--- config.mk ---
export PLATFORM = sky130hd
export DESIGN_NAME = hoplite_router_nd_flat
export DESIGN_NICKNAME = d
export VERILOG_FILES = /design/src/rtl/hoplite_router_nd_if.sv /design/src/rtl/hoplite_router_nd.sv /design/src/flat_wrapper.sv
export SDC_FILE = /design/constraint.sdc
export NUM_CORES = 2
export LEC_CHECK = 0
export BUFFER_PORTS_ARGS = -buffer_cell sky130_fd_sc_hd__buf_2
export CAP_MARGIN = 20
export CORE_AREA = 5 5 522 524
export DETAILED_ROUTE_END_ITERATION = 12
export DIE_AREA = 0 0 527 529
export PLACE_DENSITY = 0.42
export SLEW_MARGIN = 0
export SYNTH_ARGS = -nofsm -noshare
export SYNTH_HDL_FRONTEND = slang
export SYNTH_SLANG_ARGS = --single-unit
export TNS_END_PERCENT = 5
--- constraint.sdc ---
create_clock -name clk -period 7.9 [get_ports clk]
set_clock_uncertainty 0.15 [all_clocks]
set_input_delay 0.395 -clock clk [delete_from_list [all_inputs] [get_ports clk]]
set_output_delay 0.395 -clock clk [all_outputs]
set_load 0.01 [all_outputs]
--- src/rtl/hoplite_router_nd_if.sv ---
// Ring, eject, injection and statistics signals of one hoplite_router_nd node.
// The router uses the slave modport; the ring/PE side uses the master modport.
interface hoplite_router_nd_if #(
    parameter int unsigned FLIT_SIZE = 128,
    parameter int unsigned NUM_DIMS  = 3,
    parameter int unsigned INJ_DEPTH = 4,
    parameter int unsigned CNT_WIDTH = 16
);
    logic [NUM_DIMS-1:0]                in_valid;
    logic [NUM_DIMS*FLIT_SIZE-1:0]      in_flit;
    logic [NUM_DIMS-1:0]                out_valid;
    logic [NUM_DIMS*FLIT_SIZE-1:0]      out_flit;
    logic                               inj_valid;
    logic [FLIT_SIZE-1:0]               inj_flit;
    logic                               inj_ready;
    logic                               inj_sent;
    logic [NUM_DIMS-1:0]                eject_valid;
    logic [NUM_DIMS*FLIT_SIZE-1:0]      eject_flit;
    logic [$clog2(INJ_DEPTH):0]         inj_count;
    logic [CNT_WIDTH-1:0]               deflect_count;
    logic [CNT_WIDTH-1:0]               inject_count;

    modport master (
        output in_valid, in_flit, inj_valid, inj_flit,
        input  out_valid, out_flit, inj_ready, inj_sent,
               eject_valid, eject_flit, inj_count, deflect_count, inject_count
    );

    modport slave (
        input  in_valid, in_flit, inj_valid, inj_flit,
        output out_valid, out_flit, inj_ready, inj_sent,
               eject_valid, eject_flit, inj_count, deflect_count, inject_count
    );
endinterface

--- src/rtl/hoplite_router_nd.sv ---
// N-dimensional Hoplite deflection router: dimension-ordered routing over NUM_DIMS
// unidirectional rings, per-dim eject ports, PE injection FIFO and saturating stats.
module hoplite_router_nd #(
    parameter int unsigned                     FLIT_SIZE     = 128,
    parameter int unsigned                     ADDRESS_WIDTH = 3,
    parameter int unsigned                     NUM_DIMS      = 3,
    parameter logic [NUM_DIMS*ADDRESS_WIDTH-1:0] CUR_COORD   = '0,
    parameter int unsigned                     INJ_DEPTH     = 4,
    parameter int unsigned                     CNT_WIDTH     = 16
) (
    input  logic               clk,
    input  logic               rst,
    hoplite_router_nd_if.slave bus
);
    localparam int unsigned PTR_W = $clog2(INJ_DEPTH);
    localparam int unsigned OCC_W = $clog2(INJ_DEPTH) + 1;

    logic [NUM_DIMS-1:0][FLIT_SIZE-1:0] in_f;
    logic [NUM_DIMS-1:0][NUM_DIMS-1:0]  m;     // m[d][k]: in_d destination matches in dim k
    logic [NUM_DIMS-1:0][NUM_DIMS-1:0]  treq;  // treq[d][j]: in_d requests a turn onto output j
    logic [NUM_DIMS-1:0]                is_ej, is_cont, is_turn, refused;
    logic                               all_hi, tfound, granted, hfound, sent, push;
    int unsigned                        j;
    logic [FLIT_SIZE-1:0]               head;
    logic [NUM_DIMS-1:0]                hm;
    logic [CNT_WIDTH:0]                 dsum, isum;

    logic [NUM_DIMS-1:0]                out_valid_q, out_valid_d;
    logic [NUM_DIMS-1:0][FLIT_SIZE-1:0] out_flit_q, out_flit_d;
    logic [NUM_DIMS-1:0]                ej_valid_q, ej_valid_d;
    logic [NUM_DIMS-1:0][FLIT_SIZE-1:0] ej_flit_q, ej_flit_d;
    logic                               inj_sent_q, inj_sent_d;
    logic [INJ_DEPTH-1:0][FLIT_SIZE-1:0] fifo_q, fifo_d;
    logic [PTR_W-1:0]                   wr_ptr_q, wr_ptr_d, rd_ptr_q, rd_ptr_d;
    logic [OCC_W-1:0]                   occ_q, occ_d;
    logic [CNT_WIDTH-1:0]               deflect_q, deflect_d, inject_q, inject_d;

    assign in_f = bus.in_flit;

    always_comb begin
        m       = '0;
        treq    = '0;
        is_ej   = '0;
        is_cont = '0;
        is_turn = '0;
        all_hi  = 1'b0;
        tfound  = 1'b0;
        for (int unsigned d = 0; d < NUM_DIMS; d++) begin
            for (int unsigned k = 0; k < NUM_DIMS; k++)
                m[d][k] = (in_f[d][k*ADDRESS_WIDTH +: ADDRESS_WIDTH] ==
                           CUR_COORD[k*ADDRESS_WIDTH +: ADDRESS_WIDTH]);
            all_hi = 1'b1;
            for (int unsigned k = d; k < NUM_DIMS; k++)
                all_hi = all_hi & m[d][k];
            is_ej[d]   = bus.in_valid[d] & all_hi;
            is_cont[d] = bus.in_valid[d] & ~m[d][d];
            is_turn[d] = bus.in_valid[d] & m[d][d] & ~all_hi;
            tfound = 1'b0;
            for (int unsigned k = d + 1; k < NUM_DIMS; k++) begin
                if (!tfound && !m[d][k]) begin
                    tfound     = 1'b1;
                    treq[d][k] = is_turn[d];
                end
            end
        end
    end

    always_comb begin
        out_valid_d = '0;
        out_flit_d  = out_flit_q;
        ej_valid_d  = is_ej;
        ej_flit_d   = ej_flit_q;
        refused     = '0;
        granted     = 1'b0;
        hfound      = 1'b0;
        sent        = 1'b0;
        hm          = '0;
        j           = 0;
        for (int unsigned d = 0; d < NUM_DIMS; d++)
            if (is_ej[d]) ej_flit_d[d] = in_f[d];

        // Outputs resolved top-down so a refused turner is known before its own output is decided.
        for (int unsigned jj = 0; jj < NUM_DIMS; jj++) begin
            j       = NUM_DIMS - 1 - jj;
            granted = is_cont[j] | (is_turn[j] & refused[j]);
            if (granted) begin
                out_valid_d[j] = 1'b1;
                out_flit_d[j]  = in_f[j];
            end
            for (int unsigned d = 0; d < NUM_DIMS; d++) begin
                if (d < j && treq[d][j]) begin
                    if (!granted) begin
                        granted        = 1'b1;
                        out_valid_d[j] = 1'b1;
                        out_flit_d[j]  = in_f[d];
                    end else begin
                        refused[d] = 1'b1;
                    end
                end
            end
        end

        head = fifo_q[rd_ptr_q];
        for (int unsigned k = 0; k < NUM_DIMS; k++)
            hm[k] = (head[k*ADDRESS_WIDTH +: ADDRESS_WIDTH] ==
                     CUR_COORD[k*ADDRESS_WIDTH +: ADDRESS_WIDTH]);
        if (occ_q != '0) begin
            if (&hm) begin
                if (!is_ej[0]) begin
                    sent          = 1'b1;
                    ej_valid_d[0] = 1'b1;
                    ej_flit_d[0]  = head;
                end
            end else begin
                for (int unsigned k = 0; k < NUM_DIMS; k++) begin
                    if (!hfound && !hm[k]) begin
                        hfound = 1'b1;
                        if (!out_valid_d[k]) begin
                            sent           = 1'b1;
                            out_valid_d[k] = 1'b1;
                            out_flit_d[k]  = head;
                        end
                    end
                end
            end
        end
        inj_sent_d = sent;

        push     = bus.inj_valid & (occ_q != OCC_W'(INJ_DEPTH));
        fifo_d   = fifo_q;
        if (push) fifo_d[wr_ptr_q] = bus.inj_flit;
        wr_ptr_d = push ? wr_ptr_q + PTR_W'(1) : wr_ptr_q;
        rd_ptr_d = sent ? rd_ptr_q + PTR_W'(1) : rd_ptr_q;
        case ({push, sent})
            2'b10:   occ_d = occ_q + OCC_W'(1);
            2'b01:   occ_d = occ_q - OCC_W'(1);
            default: occ_d = occ_q;
        endcase

        dsum = {1'b0, deflect_q};
        for (int unsigned d = 0; d < NUM_DIMS; d++)
            dsum = dsum + (CNT_WIDTH+1)'(refused[d]);
        deflect_d = dsum[CNT_WIDTH] ? '1 : dsum[CNT_WIDTH-1:0];
        isum      = {1'b0, inject_q} + (CNT_WIDTH+1)'(sent);
        inject_d  = isum[CNT_WIDTH] ? '1 : isum[CNT_WIDTH-1:0];
    end

    always_ff @(posedge clk or negedge rst) begin
        if (!rst) begin
            out_valid_q <= '0;
            out_flit_q  <= '0;
            ej_valid_q  <= '0;
            ej_flit_q   <= '0;
            inj_sent_q  <= 1'b0;
            fifo_q      <= '0;
            wr_ptr_q    <= '0;
            rd_ptr_q    <= '0;
            occ_q       <= '0;
            deflect_q   <= '0;
            inject_q    <= '0;
        end else begin
            out_valid_q <= out_valid_d;
            out_flit_q  <= out_flit_d;
            ej_valid_q  <= ej_valid_d;
            ej_flit_q   <= ej_flit_d;
            inj_sent_q  <= inj_sent_d;
            fifo_q      <= fifo_d;
            wr_ptr_q    <= wr_ptr_d;
            rd_ptr_q    <= rd_ptr_d;
            occ_q       <= occ_d;
            deflect_q   <= deflect_d;
            inject_q    <= inject_d;
        end
    end

    assign bus.out_valid     = out_valid_q;
    assign bus.out_flit      = out_flit_q;
    assign bus.eject_valid   = ej_valid_q;
    assign bus.eject_flit    = ej_flit_q;
    assign bus.inj_sent      = inj_sent_q;
    assign bus.inj_count     = occ_q;
    assign bus.inj_ready     = (occ_q != OCC_W'(INJ_DEPTH));
    assign bus.deflect_count = deflect_q;
    assign bus.inject_count  = inject_q;
endmodule
--- src/flat_wrapper.sv ---
// flat-port wrapper written by rule: the top's interface ports become plain ports
module hoplite_router_nd_flat 
#(
    parameter int unsigned                     FLIT_SIZE     = 128,
    parameter int unsigned                     ADDRESS_WIDTH = 3,
    parameter int unsigned                     NUM_DIMS      = 3,
    parameter logic [NUM_DIMS*ADDRESS_WIDTH-1:0] CUR_COORD   = '0,
    parameter int unsigned                     INJ_DEPTH     = 4,
    parameter int unsigned                     CNT_WIDTH     = 16
)
  (clk, rst, bus_in_valid, bus_in_flit, bus_inj_valid, bus_inj_flit, bus_out_valid, bus_out_flit, bus_inj_ready, bus_inj_sent, bus_eject_valid, bus_eject_flit, bus_inj_count, bus_deflect_count, bus_inject_count);
  hoplite_router_nd_if #(.FLIT_SIZE(FLIT_SIZE), .NUM_DIMS(NUM_DIMS), .INJ_DEPTH(INJ_DEPTH), .CNT_WIDTH(CNT_WIDTH)) bus_i ();
  input  logic clk;
  input  logic rst;
  input wire logic [$bits(bus_i.in_valid)-1:0] bus_in_valid;
  input wire logic [$bits(bus_i.in_flit)-1:0] bus_in_flit;
  input wire logic [$bits(bus_i.inj_valid)-1:0] bus_inj_valid;
  input wire logic [$bits(bus_i.inj_flit)-1:0] bus_inj_flit;
  output wire logic [$bits(bus_i.out_valid)-1:0] bus_out_valid;
  output wire logic [$bits(bus_i.out_flit)-1:0] bus_out_flit;
  output wire logic [$bits(bus_i.inj_ready)-1:0] bus_inj_ready;
  output wire logic [$bits(bus_i.inj_sent)-1:0] bus_inj_sent;
  output wire logic [$bits(bus_i.eject_valid)-1:0] bus_eject_valid;
  output wire logic [$bits(bus_i.eject_flit)-1:0] bus_eject_flit;
  output wire logic [$bits(bus_i.inj_count)-1:0] bus_inj_count;
  output wire logic [$bits(bus_i.deflect_count)-1:0] bus_deflect_count;
  output wire logic [$bits(bus_i.inject_count)-1:0] bus_inject_count;
  assign bus_i.in_valid = bus_in_valid;
  assign bus_i.in_flit = bus_in_flit;
  assign bus_i.inj_valid = bus_inj_valid;
  assign bus_i.inj_flit = bus_inj_flit;
  assign bus_out_valid = bus_i.out_valid;
  assign bus_out_flit = bus_i.out_flit;
  assign bus_inj_ready = bus_i.inj_ready;
  assign bus_inj_sent = bus_i.inj_sent;
  assign bus_eject_valid = bus_i.eject_valid;
  assign bus_eject_flit = bus_i.eject_flit;
  assign bus_inj_count = bus_i.inj_count;
  assign bus_deflect_count = bus_i.deflect_count;
  assign bus_inject_count = bus_i.inject_count;
  hoplite_router_nd #(.FLIT_SIZE(FLIT_SIZE), .ADDRESS_WIDTH(ADDRESS_WIDTH), .NUM_DIMS(NUM_DIMS), .CUR_COORD(CUR_COORD), .INJ_DEPTH(INJ_DEPTH), .CNT_WIDTH(CNT_WIDTH)) u_core (.clk(clk), .rst(rst), .bus(bus_i));
endmodule
After elaboration in Yosys (flattened, before gate mapping)
Cells that the tools add are included.
Widths: inputs -> output; s select.
- reductions and logical operators: 21
- muxes and demuxes: 69
- bitwise gates (word level): 23
- $lt $le $gt $ge: 3
- equality and inequality tests: 3
- $add $sub $neg: 7
- operator list (operator ; count):
    $mux 128 ; 21
    $mux 384 ; 2
    $bwmux 512 ; 1
    $bmux 128 s2 ; 1
    $demux 128 s2 ; 1
    $mux 1 ; 38
    $add 16x1->17 ; 2
    $mux 16 ; 2
    $logic_not 3->1 ; 9
    $add 17x1->17 ; 1
    $and 1x1->1 ; 16
    $lt 2x3->1 const B ; 2
    $mux 3 ; 2
    $pmux 3 s2 ; 1
    $logic_not 1->1 ; 5
    $not 1->1 ; 5
    $add 2x1->2 const B ; 2
    $logic_and 1x1->1 ; 4
    $add 3x1->3 const B ; 1
    $ne 3x3->1 const B ; 1
    $reduce_and 3->1 ; 1
    $reduce_bool 3->1 ; 1
    $sub 3x1->3 const B ; 1
    $eq 2x1->1 const B ; 1
    4 further kinds ; 5
- register bits: 1326
- output and inout bits: 811
- bits of input ports: 518
- word-level logic and storage cells: 144

Logic depth before layout (Yosys ltp)
- depth in word-level cells: 26
- gate-level depth with buffers: 18
- depth with buffers taken out: 13

Worst setup path after synthesis
Ideal clock, no wire load.
- path kind: input -> register
- start: input bus_in_flit[132]
- end: register u_core.deflect_q[10] (netlist: u_core.bus.deflect_count[10])
- data arrival time: 3.714 ns
- path buffers: 5
- required time: 7.682 ns
- setup slack: 3.968 ns
- setup time: 0.068 ns
- stages: 18
- cells stage by stage: or4b_1 -> or2_2 -> clkbuf_1 -> o21a_1 -> clkbuf_1 -> buf_2 -> buf_2 -> nor2_1 -> a21oi_1 -> fa_1 -> inv_1 -> ha_1 -> nand2_1 -> nor2_1 -> and3_1 -> nand3_1 -> clkbuf_1 -> nand2_1
- cells in the longest elaborated chain, start to end: 13
- elaborated cells between the ends (all ways): 16
- those cells by class: add/sub (2); mux (5); bitwise (8); reduce/logical (1)
- RTL lines (item ; line ; text):
    from (decl) ; flat_wrapper.sv:16 ; input wire logic [$bits(bus_i.in_flit)-1:0] bus_in_flit;
    $logic_not 3->1 * ; hoplite_router_nd.sv:50 ; m[d][k] = (in_f[d][k*ADDRESS_WIDTH +: ADDRESS_WIDTH] ==
    $and 1x1->1 ; hoplite_router_nd.sv:54 ; all_hi = all_hi & m[d][k];
    $not 1->1 ; hoplite_router_nd.sv:57 ; is_turn[d] = bus.in_valid[d] & m[d][d] & ~all_hi;
    $and 1x1->1 ; hoplite_router_nd.sv:57 ;
    $mux 1 ; hoplite_router_nd.sv:60 ; if (!tfound && !m[d][k]) begin
    $mux 1 ; hoplite_router_nd.sv:91 ; if (d < j && treq[d][j]) begin
    $and 1x1->1 ; hoplite_router_nd.sv:85 ; granted = is_cont[j] | (is_turn[j] & refused[j]);
    $or 1x1->1 ; hoplite_router_nd.sv:85 ;
    $mux 1 ; hoplite_router_nd.sv:92 ; if (!granted) begin
    $mux 1 ; hoplite_router_nd.sv:91 ;
    $add 16x1->17 ; hoplite_router_nd.sv:142 ; dsum = dsum + (CNT_WIDTH+1)'(refused[d]);
    $add 17x1->17 * ; hoplite_router_nd.sv:142 ;
    $mux 16 * ; hoplite_router_nd.sv:143 ; deflect_d = dsum[CNT_WIDTH] ? '1 : dsum[CNT_WIDTH-1:0];
    named net u_core.deflect_d[10] ; hoplite_router_nd.sv:36 ; logic [CNT_WIDTH-1:0] deflect_q, deflect_d, inject_q, inject_d;
    to (signal assigned) ; hoplite_router_nd.sv:171 ; deflect_q <= deflect_d;
    to (decl) ; hoplite_router_nd.sv:36 ;
Mark *: on every way through the listed nets, which the timed path passes. The rest lies on a longest branch.
A chain may end at the register's enable or synchronous reset.

Final worst setup path
- start: register u_core.rd_ptr_q[0]
- end: register u_core.inject_q[2] (netlist: u_core.bus.inject_count[2])
- cells in the longest elaborated chain, start to end: 18
- elaborated cells between the ends (all ways): 27
- those cells by class: add/sub (1); mux (16); reduce/logical (10)
- RTL lines (item ; line ; text):
    from (decl) ; hoplite_router_nd.sv:34 ; logic [PTR_W-1:0] wr_ptr_q, wr_ptr_d, rd_ptr_q, rd_ptr_d;
    from (signal assigned) ; hoplite_router_nd.sv:169 ; rd_ptr_q <= rd_ptr_d;
    $bmux 128 s2 * ; hoplite_router_nd.sv:103 ; head = fifo_q[rd_ptr_q];
    $mux 128 (not written as such) * ; hoplite_router_nd.sv:103 ;
    $logic_not 3->1 ; hoplite_router_nd.sv:105 ; hm[k] = (head[k*ADDRESS_WIDTH +: ADDRESS_WIDTH] ==
    $mux 1 ; hoplite_router_nd.sv:116 ; if (!hfound && !hm[k]) begin
    $mux 1 ; hoplite_router_nd.sv:108 ; if (&hm) begin
    $mux 1 ; hoplite_router_nd.sv:107 ; if (occ_q != '0) begin
    $logic_not 1->1 ; hoplite_router_nd.sv:116 ;
    $logic_and 1x1->1 ; hoplite_router_nd.sv:116 ;
    (+4 left out) ; - ;
    $logic_and 1x1->1 ; hoplite_router_nd.sv:116 ;
    $mux 1 ; hoplite_router_nd.sv:116 ;
    $mux 1 * ; hoplite_router_nd.sv:108 ;
    $mux 1 * ; hoplite_router_nd.sv:107 ;
    named net u_core.inj_sent_d ; hoplite_router_nd.sv:32 ; logic inj_sent_q, inj_sent_d;
    $add 16x1->17 * ; hoplite_router_nd.sv:144 ; isum = {1'b0, inject_q} + (CNT_WIDTH+1)'(sent);
    $mux 16 * ; hoplite_router_nd.sv:145 ; inject_d = isum[CNT_WIDTH] ? '1 : isum[CNT_WIDTH-1:0];
    named net u_core.inject_d[2] ; hoplite_router_nd.sv:36 ;
    to (signal assigned) ; hoplite_router_nd.sv:172 ; inject_q <= inject_d;
    to (decl) ; hoplite_router_nd.sv:36 ;
Mark *: on every way through the listed nets, which the timed path passes. The rest lies on a longest branch. The select of a mux whose other input is x is not followed.

==> results.py <==
metrics = {
    "critical_path": {
        "ff2ff_path_depth": 13,
        "path_class": "register to register",
        "cp_max_fo": 24,
        "critPathLaunchType": "register",
        "crit_arrival_ns": 5.70,
        "regToRegSetupSlack_ns": 2.78,
        "r2r_start": "u_core.rd_ptr_q[0]$_DFFE_PN0N_",
        "cp.required_ns": 8.48,
        "r2r_end": "u_core.bus.inject_count[2]$_DFF_PN0_",
        "crit_path_end_kind": "register",
    },
    "floorplanning": {
        "ios": 1329,
        "coreArea_sq_mm": 0.267,
        "num_rows": 190,
        "die_y_microns": 529,
        "start_util_pct": 22.8,
        "die_w_microns": 527,
        "die-area_sq_mm": 0.279,
    },
    "power_and_ir_drop": {
        "powerDensity_mw_per_mm2": 390,
        "ir_worst_vdd_uv": 448,
        "power.internal_mw": 20.0,
        "p_comb_share_pct": 40.3,
        "clkPwrFrac_pct": 24.7,
        "switching_share_pct": 37.5,
        "p_switching_mw": 12.0,
        "seqPwrFrac_pct": 35.0,
        "leakage_nw": 39.2,
    },
    "timing": {
        "finalHoldViolCount": 0,
        "worstMarginPinSlew_ns": 1.16,
        "finalMaxSlewViolations": 0,
        "fmax_ghz": 0.195,
        "layout_min_cycle_time_ns": 5.12,
        "tns_ns": 0,
        "hold_ws_ns": 0.0242,
        "setup_viol": 0,
        "timing.final.crit_share_pct": 64.8,
        "rsz0062_at_grt": "no",
        "relSlewSlack_pct": 22.5,
    },
    "routing": {
        "vias": 48070,
        "drcViolationCount": 0,
        "wl_per_cell_microns": 26.2,
        "viasPerCell": 4.58,
        "routed_wl_microns": 275000,
        "drtIter0Drc": 2930,
        "dr.pass1.iters": 5,
        "wl_met2_microns": 134000,
        "m1WireLength_microns": 113000,
        "highest_layer": "met5",
        "detailroute.wirelength.met3_microns": 18400,
        "ant_nets": 0,
    },
    "flow_run": {
        "maxCapViolations": 0,
    },
    "placed_design": {
        "dp.cells": 9636,
        "portBuffers": 1328,
        "gp_congestion": 0.838,
        "dp_hpwl_microns": 200000,
    },
    "cts": {
        "clk_path_buf_depth": 4,
        "cts.clk_slew.worst_paths_ns": 0.06,
        "cts_tree": "yes",
        "cts_resized": 0,
        "clock_sinks": 1326,
        "numCtsBuffers": 174,
        "htreeDepth": 4,
        "insertion_delay_ns": 0.83,
        "cts-root-buf": "clkbuf_16",
    },
    "synthesis": {
        "synth_top_cell_by_area": "dfrtp_1",
        "synth_top_flop_cell": "dfrtp_1",
        "synth_area_per_cell_sq_um": 12.0,
        "yosysWarnings": 0,
        "netlist.area_leader.share_pct": 54.6,
        "synthCells": 5053,
        "synth_edf_count": 0,
        "synth_async_sr_flop_share_pct": 100,
        "syn_nets": 5581,
        "yosysSeqAreaShare_pct": 54.6,
        "synth_cell_type_count": 55,
        "synth_area_sq_mm": 0.0608,
        "synth_area_leaders": "dfrtp_1 55%, mux2_2 12%, mux2i_1 8.0%, mux4_2 4.7%, nand2_1 4.1%",
        "synth_seq_cells": 1326,
    },
    "global_routing": {
        "grt_pass1_wl_microns": 391000,
        "grt_overflow": 0,
        "grt_pass1_vias": 50393,
        "grt_max_degree": 180,
        "antenna_found_initial": 43,
        "track_usage_pct": 19.0,
    },
    "finish": {
        "seqCellArea_sq_mm": 0.0332,
        "nets": 7313,
        "area_growth_pct": 35.1,
        "final_cells": 10491,
        "drive_gt1_share_pct": 36.8,
        "multi_input_area_sq_mm": 0.0259,
        "layout.cells.most_common": "buf_2",
        "mostFrequentLayoutCells": "1327 x buf_2, 1324 x dfrtp_1, 654 x nand2_1, 638 x mux2_2, 523 x dlygate4sd3_1",
        "fillCellCount": 27431,
    },
    "min_path": {
        "hp-class": "input port to async pin",
    },
    "status": {
        "status": "completed",
    },
}
[sequential cells by signal, indices dropped and copies added, names as in the netlist, 3 cells and up]
signal                    cells
u_core.bus.deflect_count     16
u_core.bus.eject_valid        3
u_core.bus.eject_flit       384
u_core.bus.inject_count      16
u_core.bus.inj_count          3
u_core.bus.out_valid          3
u_core.fifo_q               512
u_core.bus.out_flit         384
[power by group through the flow]
| stage | Clock (mW) | Sequential [mW] | Combinational (mW) |
|---|---|---|---|
| after detailed placement | 0 | 11.3 | 12.9 |
| after CTS | 8.22 | 11.2 | 13.1 |
| after global routing | 8.47 | 11.5 | 13.9 |
| after global placement | 0 | 11.2 | 12.7 |
| after floorplan | 0 | 11.4 | 7.24 |
| final | 7.93 | 11.2 | 12.9 |
[Yosys cell counts, types with 3 or more instances]
| master | number |
|---|---|
| nand3_1 | 28 |
| buf_1 | 17 |
| o21ai_1 | 29 |
| or3_1 | 4 |
| and2_1 | 9 |
| clkbuf_1 | 247 |
| xor2_1 | 17 |
| a211oi_2 | 71 |
| buf_4 | 6 |
| nor2b_1 | 9 |
| o211ai_1 | 5 |
| xnor2_1 | 8 |
| mux4_2 | 128 |
| buf_2 | 74 |
| a31oi_1 | 5 |
| inv_1 | 13 |
| a211oi_1 | 168 |
| ha_1 | 8 |
| buf_6 | 35 |
| dfrtp_1 | 1326 |
| o21ai_0 | 229 |
| and3_1 | 14 |
| mux2_2 | 638 |
| nand2b_1 | 4 |
| nor3_1 | 10 |
| o31ai_2 | 3 |
| mux2i_1 | 487 |
| a21o_1 | 123 |
| a22o_1 | 8 |
| nand4_1 | 4 |
| a21oi_1 | 253 |
| nor2_1 | 380 |
| a221oi_1 | 4 |
| and4_1 | 4 |
| nand2_1 | 659 |
[kinds of logic after synthesis]
logic type	count (synthesis)	synth area share (%)
flip-flops	1326	54.6
multiplexers	1253	24.6
AND/OR/NAND/NOR	1135	7.42
AO/OA/AOI/OAI	909	9.77
buffers and inverters	395	3.06
XOR/XNOR	25	0.360
adder cells (fa/ha/maj)	10	0.231
[metrics by stage]
step	util [%]	power (mW)	area (sq um)	setup slack, ns
6_report	30.8	32.0	82100	2.78
5_1_grt	30.8	33.9	82100	2.32
4_1_cts	30.7	32.6	82000	2.70
3_5_place_dp	26.7	24.2	71200	2.74
3_3_place_gp	26.7	23.9	71200	2.83
2_1_floorplan	-	18.7	60800	3.97
[layout make-up]
| class | instances | area share [%] |
|---|---|---|
| Tap cell | 3552 | 5.41 |
| Clock inverter | 34 | 0.457 |
| Inverter | 14 | 0.0701 |
| Multi-Input combinational cell | 3332 | 31.5 |
| Timing Repair Buffer | 1937 | 15.6 |
| Sequential cell | 1326 | 40.4 |
| Antenna cell | 28 | 0.0853 |
| Clock buffer | 268 | 6.38 |
[worst max-delay path by stage]
stage,from,end,slack [ns],depth (start not counted)
2_1_floorplan,bus_in_flit[132],u_core.bus.deflect_count[10]$_DFF_PN0_,3.97,18
3_3_place_gp,u_core.rd_ptr_q[0]$_DFFE_PN0N_,u_core.bus.inject_count[2]$_DFF_PN0_,2.83,12
3_5_place_dp,u_core.rd_ptr_q[0]$_DFFE_PN0N_,u_core.bus.inject_count[2]$_DFF_PN0_,2.74,12
4_1_cts,u_core.rd_ptr_q[0]$_DFFE_PN0N_,u_core.bus.inject_count[2]$_DFF_PN0_,2.70,12
5_1_grt,u_core.rd_ptr_q[0]$_DFFE_PN0N_,u_core.bus.inject_count[4]$_DFF_PN0_,2.32,13
6_report,u_core.rd_ptr_q[0]$_DFFE_PN0N_,u_core.bus.inject_count[2]$_DFF_PN0_,2.78,13
[worst max-delay path: stages (launching register included)]
cell      delay (ns)
dfrtp_4         0.65
buf_4           0.55
mux4_2          0.63
or3_1           0.48
o31a_1          0.14
o211ai_1        0.20
o211a_1         0.34
ha_1            0.22
and3_1          0.24
and3_1          0.33
inv_1           0.07
nor2_1          0.32
nand3_1         0.47
o21ai_0         0.22
[routing by layer]
metal / vias to the layer above / global-route usage [%]
met2: 1560 / 32.7
met4: 18 / 6.26
li1: 21502 / -
met5: - / 0
met1: 24618 / 23.3
met3: 372 / 4.72
[repair_timing]
item / 4_1_cts / 5_1_grt
hold buffers: 523 / 0
hold endpoints to repair: 1381 / 0
buffers inserted: 0 / 0
(Power assumes the default switching activity.)
